### src/rtl/pkt_serializer.sv
// Buffers {addr, data} packets in a FIFO and emits each as a 6-bit MSB-first serial frame.
// Define PKT_SERIALIZER_FLUSH_EN to add a synchronous FIFO flush input.
module pkt_serializer #(
  parameter int unsigned FIFO_DEPTH = 4,
  parameter int unsigned GAP_CYCLES = 2
) (
  input  logic                          clk,
  input  logic                          rst,
`ifdef PKT_SERIALIZER_FLUSH_EN
  input  logic                          flush,
`endif
  input  logic                          pkt_valid,
  input  logic [1:0]                    pkt_addr,
  input  logic [3:0]                    pkt_data,
  output logic                          pkt_ready,
  output logic                          out,
  output logic                          rx_ready,
  output logic                          busy,
  output logic [$clog2(FIFO_DEPTH):0]   fifo_count
);

  localparam int unsigned PtrW = $clog2(FIFO_DEPTH);
  localparam int unsigned CntW = PtrW + 1;
  localparam int unsigned GapW = $clog2(GAP_CYCLES + 1);

  typedef enum logic [1:0] {StIdle, StShift, StGap} state_e;

  state_e            state_q, state_d;
  logic [5:0]        mem_q [FIFO_DEPTH];
  logic [PtrW-1:0]   wr_ptr_q, rd_ptr_q;
  logic [CntW-1:0]   count_q;
  logic [5:0]        shift_q, shift_d;
  logic [2:0]        bit_cnt_q, bit_cnt_d;
  logic [GapW-1:0]   gap_cnt_q, gap_cnt_d;
  logic              out_q, out_d;
  logic              rx_ready_q, rx_ready_d;
  logic              flush_req;
  logic              push, pop;

`ifdef PKT_SERIALIZER_FLUSH_EN
  assign flush_req = flush;
`else
  assign flush_req = 1'b0;
`endif

  assign pkt_ready  = (count_q != CntW'(FIFO_DEPTH)) && !flush_req;
  assign push       = pkt_valid && pkt_ready;
  assign fifo_count = count_q;
  assign out        = out_q;
  assign rx_ready   = rx_ready_q;
  assign busy       = (state_q != StIdle);

  always_ff @(posedge clk) begin
    if (push) begin
      mem_q[wr_ptr_q] <= {pkt_addr, pkt_data};
    end
  end

  always_ff @(posedge clk or negedge rst) begin
    if (!rst) begin
      wr_ptr_q <= '0;
      rd_ptr_q <= '0;
      count_q  <= '0;
    end else if (flush_req) begin
      wr_ptr_q <= '0;
      rd_ptr_q <= '0;
      count_q  <= '0;
    end else begin
      if (push) wr_ptr_q <= wr_ptr_q + PtrW'(1);
      if (pop)  rd_ptr_q <= rd_ptr_q + PtrW'(1);
      if (push && !pop) begin
        count_q <= count_q + CntW'(1);
      end else if (!push && pop) begin
        count_q <= count_q - CntW'(1);
      end
    end
  end

  // Output bits are registered, so rx_ready trails the SHIFT state by one cycle.
  always_comb begin
    state_d    = state_q;
    shift_d    = shift_q;
    bit_cnt_d  = bit_cnt_q;
    gap_cnt_d  = gap_cnt_q;
    out_d      = 1'b0;
    rx_ready_d = 1'b0;
    pop        = 1'b0;
    unique case (state_q)
      StIdle: begin
        if (count_q != '0 && !flush_req) begin
          pop       = 1'b1;
          shift_d   = mem_q[rd_ptr_q];
          bit_cnt_d = 3'd6;
          state_d   = StShift;
        end
      end
      StShift: begin
        out_d      = shift_q[5];
        rx_ready_d = 1'b1;
        shift_d    = {shift_q[4:0], 1'b0};
        bit_cnt_d  = bit_cnt_q - 3'd1;
        if (bit_cnt_q == 3'd1) begin
          gap_cnt_d = GapW'(GAP_CYCLES - 1);
          state_d   = StGap;
        end
      end
      StGap: begin
        if (gap_cnt_q == '0) begin
          state_d = StIdle;
        end else begin
          gap_cnt_d = gap_cnt_q - GapW'(1);
        end
      end
      default: state_d = StIdle;
    endcase
  end

  always_ff @(posedge clk or negedge rst) begin
    if (!rst) begin
      state_q    <= StIdle;
      shift_q    <= '0;
      bit_cnt_q  <= '0;
      gap_cnt_q  <= '0;
      out_q      <= 1'b0;
      rx_ready_q <= 1'b0;
    end else begin
      state_q    <= state_d;
      shift_q    <= shift_d;
      bit_cnt_q  <= bit_cnt_d;
      gap_cnt_q  <= gap_cnt_d;
      out_q      <= out_d;
      rx_ready_q <= rx_ready_d;
    end
  end

endmodule
### config.mk
export PLATFORM = sky130hd
export DESIGN_NAME = pkt_serializer
export DESIGN_NICKNAME = d
export VERILOG_FILES = /design/src/rtl/pkt_serializer.sv
export SDC_FILE = /design/constraint.sdc
export NUM_CORES = 1
export LEC_CHECK = 0
export CORE_MARGIN = 2
export CORE_UTILIZATION = 51
export DETAILED_ROUTE_END_ITERATION = 6
export PLACE_DENSITY = 0.71
export SYNTH_ARGS = -nofsm -noshare
export SYNTH_HDL_FRONTEND = slang
export SYNTH_SLANG_ARGS = --single-unit
### constraint.sdc
create_clock -name clk -period 2.2 [get_ports clk]
set_clock_uncertainty 0.15 [all_clocks]
set_input_delay 0.22 -clock clk [delete_from_list [all_inputs] [get_ports clk]]
set_output_delay 0.22 -clock clk [all_outputs]
set_load 0.02 [all_outputs]
# Word-level counts from Yosys, hierarchy flattened
# Memory sizes are Yosys's and may differ from the RTL's.
# Cells that the tools add are included.
# word_totals
register_bits	22
mem_bits_rw	24
wordCells	58
mem_count	1
out_inout_bits	7
inputBits	9
# mem_list
name	depth	word_bits	rd	rd_ports_with_merged_regs	write_ports	line_no	rtl
mem_q	4	6	1	0	1	29	logic [5:0] mem_q [FIFO_DEPTH];
# classes
mux	19
addsub	6
eq_ne	8
reduce_logical	15
# ops
cell	count
6-bit one-hot mux with 2 select lines	1
2-bit two-way mux	5
3-bit two-way mux	3
2-bit inequality test, second input constant	4
2-bit nonzero test	4
1-bit two-way mux	6
6-bit two-way mux	1
2-bit one-hot mux with 3 select lines	1
3-bit one-hot mux with 2 select lines	1
3-bit AND reduction	2
3-bit by 1-bit subtractor with 3-bit output, second input constant	2
2-bit by 1-bit adder with 2-bit output, second input constant	2
2-bit logical NOT	2
2-bit one-hot mux with 2 select lines	1
3-bit by 1-bit adder with 3-bit output, second input constant	1
3-bit by 1-bit equality test with 1-bit output, second input constant	1
1-bit logical AND	3
3-bit inequality test, second input constant	1
3-bit nonzero test	1
2-bit by 1-bit equality test with 1-bit output, second input constant	1
2-bit equality test, second input constant	1
1-bit logical NOT	2
2-bit AND reduction	1
2-bit by 1-bit subtractor with 2-bit output, second input constant	1

# Longest topological paths before layout
# depth
ltp_word	6
depth_mapped	9
depth_no_buf	8

# Worst setup path after synthesis
# No wires, ideal clock.
# synth_timing
kind	register to register
start	reg count_q[1] (netlist: fifo_count[1])
end	reg count_q[2] (netlist: fifo_count[2])
synth_period_minus_slack_ns	2.346
n_path_buf	1
setup_time_ns	0.080
required_time_ns	1.970
setup_slack_ns	-0.146
arrival_ns	2.116
stages_incl_launch_ff	10
cell_sequence	dfrtp_1 -> or3_1 -> buf_2 -> nand2_4 -> ha_1 -> inv_1 -> fa_1 -> xor2_1 -> nor2_1 -> xor2_1
# synth_between
elab_chain_cells	6
word_cells_on_any_way	14
cone_classes	add/sub (2); eq/ne (1); mux (4); reduce/logical (7)
# synth_lines
element	line_no	rtl
start, declared	31	logic [CntW-1:0] count_q;
start signal, assigned	72	count_q <= count_q + CntW'(1);
start signal, assigned	74	count_q <= count_q - CntW'(1);
branches (longest 6 deep; another with 3-bit by 1-bit subtractor with 3-bit output)	--	
# Parallel ways; which one is timed is not known. The select of a mux whose other input is x is not followed.
# A chain may end at the register's enable or synchronous reset.

# Worst setup path in the final report
# layout_timing
start	reg count_q[0] (netlist: fifo_count[0])
end	reg count_q[2] (netlist: fifo_count[2])
# Same word-level chain as after synthesis.

==> summary.md <==
| Metric | Value |
|---|---|
| Arr. time, crit path | 2.16 ns |
| Commonest cells post-synth | edfxtp_1, dfrtp_1, nand3_1, nand2_1 |
| Yosys reg bits | 46 |
| Pre-antenna DRT Iters | 4 |
| Syn_nets | 157 |
| Num rows | 22 |
| Clk buf depth | 2 |
| Worst-path fanout max | 4 |
| Async SR Flop Fraction | 0.478 |
| CP peak stage delay | 0.41 ns |
| Count of input and output buffers | 15 |
| Initial antenna violation count | 0 |
| Power consumption | 3280 µW |
| Setup slack, reg-to-reg | 0.11 ns |
| WL/cell | 15.8 µm |
| Hold WC Path Type | in2async |
| Synthesized netlist cell count | 139 |
| Layout Nets | 186 |
| Capturing point of the worst reg2reg path | fifo_count[2] |
| Crit path depth | 8 |
| H-tree levels | 2 |
| Routed vias/inst | 5.47 |
| Area after DPL | 2270 µm² |
| Inserted Diodes | 0 |
| 1st-iter DRT viols | 74 |
| Vias | 1,187 |
| PwrDens | 1360 nW/µm² |
| Top delay family on crit path | simple AND/OR/NAND/NOR gates |
| Reg-to-reg startpoint | fifo_count[0] |
| Setup WS post-layout | 0.105 ns |
| Post-synthesis cell type count | 34 |
| Die width | 66.7 µm |
| Cts hold-fix bufs | 0 |
| Clock slew at reported path FFs | 0.08 ns |
| Post-route ant nets | 0 |
| Worst-Skew Late Latency | 0.29 ns |
| Status | finished clean |
| Placer Congestion | 0.746 |
| Worst setup EP type | register |
| Most common cell in the netlist | edfxtp_1 |
| Static leakage power | 0.000974 µW |
| Placement Setup Slack | 0.0435 ns |
| Synthesis-to-finish area growth | 20.1% |
| Ratio of cells with drive above 1 in the final layout | 0.195 |
| Slowest CP cell | dfrtp_2 |
| Buf/Inv on CP | 1 |
| WS Path Type | reg2reg |
| Final worst path period share | 0.952 |
| CTS tree | yes |
| Clk sinks | 46 |
| Final Instance Area | 2410 µm² |
| Overflow after GRT | 0 |
| Worst-margin pin slew | 0.424 ns |
| Routed wire length | 3.43 mm |
| Peak VDD IR | 782 µV |
| Yosys top cell by area | edfxtp_1 |
| Final hold vios | 0 |
| Vias in the first global route | 1,193 |
| RSZ-0062 raised after global routing | false |
| Dpl cells | 206 |
| DRC errors left | 0 |
| Max-slew violations | 0 |
| DIE AREA | 4450 µm² |
| Slew HR | 0.717 |
| Critical Path Most Common Cell | xor2_1 |
| Max-Cap Viols | 0 |
| Core area | 3720 µm² |
| Area contributors post-synth | edfxtp_1, dfrtp_1, mux4_1 |
| Final hold slack | 0.115 ns |
| Starting Density | 0.540 |
| CTS buffer count | 5 |
| Type of origin of the critical path | register |
| Post-synth top area share | 0.359 |
| Top Ports | 16 |
| Root buffer cell | clkbuf_8 |
| Largest net degree at the start of global routing | 23 |
| WP data required | 2.27 ns |
| Synth Flop Type | edfxtp_1 |
| Avg Inst Size Synth | 14.4 µm² |
| Post-synth EDFFs | 24 |
| Seq/Total Area, Yosys | 0.634 |
| Die height | 66.7 µm |
| Post-Syn Area | 2010 µm² |
| Total track usage | 0.172 |
| Max Clock Freq | 477 MHz |
| Dpl hpwl | 2.41 mm |
| Ys Warns | 0 |
| Crit path cell chain | or3_4 > nand2_4 > ha_4 > inv_2 > fa_2 > xor2_1 > nor2_1 > xor2_1 |
| Final setup fails | 0 |
| Fin crit period | 2.09 ns |
| Post-Layout Cell Count | 217 |
| First-pass GRT wire length | 5.47 mm |
| Reg2Reg Depth | 8 |
layer usage:
layer	vias up	global-route usage	routed length (µm)
met2	24	0.290	1760
li1	558	-	-
met4	0	0.0638	48
met1	601	0.204	1470
met5	-	0	0
met3	4	0.0557	145
final cells by class:
cell class	instances	area (µm²)
Inverter	9	33.8
Timing Repair Buffer	27	240
Tap cell	48	60.1
Fill cell	280	1310
Clock inverter	2	37.5
Sequential cell	46	1270
Multi-Input combinational cell	79	692
Clock buffer	6	72.6
through the flow:
stage,TNS (ns),utilization
after floorplan,-0.0499,-
after global placement,0,0.611
after detailed placement,0,0.611
after CTS,0,0.641
after global routing,0,0.648
final,0,0.648
cells in the final DEF (no fill, tap or decap), drive strengths merged, types with 2 or more instances in the layout:
cell,count
mux2,3
mux4,6
o21ai,9
nand2,11
nor2,6
clkdlybuf4s50,15
inv,9
xor2,2
xnor2,4
dfrtp,22
nand3,11
ha,8
buf,12
edfxtp,24
clkbuf,6
and2,5
registers in the layout, indices dropped and copies added (netlist names), 2 cells and up:
register	count
wr_ptr_q	2
bit_cnt_q	3
fifo_count	3
rd_ptr_q	2
state_q	2
mem_q	24
gap_cnt_q	2
shift_q	6
worst max path at each step:
| stage | from | slack [ns] | to |
|---|---|---|---|
| after floorplan | fifo_count[0] | -0.04 | fifo_count[2] |
| after global placement | fifo_count[0] | 0.12 | fifo_count[2] |
| after detailed placement | fifo_count[0] | 0.04 | fifo_count[2] |
| after CTS | fifo_count[0] | 0.02 | fifo_count[2] |
| after global routing | fifo_count[0] | 0.01 | fifo_count[2] |
| final | fifo_count[0] | 0.11 | fifo_count[2] |
where the power goes:
part / internal [µW] / switching (µW)
clock network: 339 / 277
logic: 658 / 647
registers: 1190 / 171
total: 2190 / 1100
worst reg2reg max path, delay by kind of cell (launching register included):
family                     cells  cell delay [ns]
and+or+nand+nor                3             0.63
xor gates and xnor gates       2             0.31
adders and majority gates      2             0.48
buffers and inverters          1             0.04
DFF                            1             0.41
cell families after synthesis:
| kind of cell | after synthesis | synth area share |
|---|---|---|
| AOI/OAI and AO/OA | 17 | 0.0568 |
| xor gates and xnor gates | 6 | 0.0262 |
| adders and majority gates | 9 | 0.0599 |
| buffers and inverters | 14 | 0.0312 |
| DFF | 46 | 0.634 |
| muxes | 9 | 0.0954 |
| and+or+nand+nor | 38 | 0.0967 |
timing repair:
item / 4_1_cts / 5_1_grt
gates resized for setup: 0 / 1
buffers inserted: 0 / 3
endpoints found under the setup margin: 0 / 1
No activity file was read; power rests on OpenSTA's default activity.
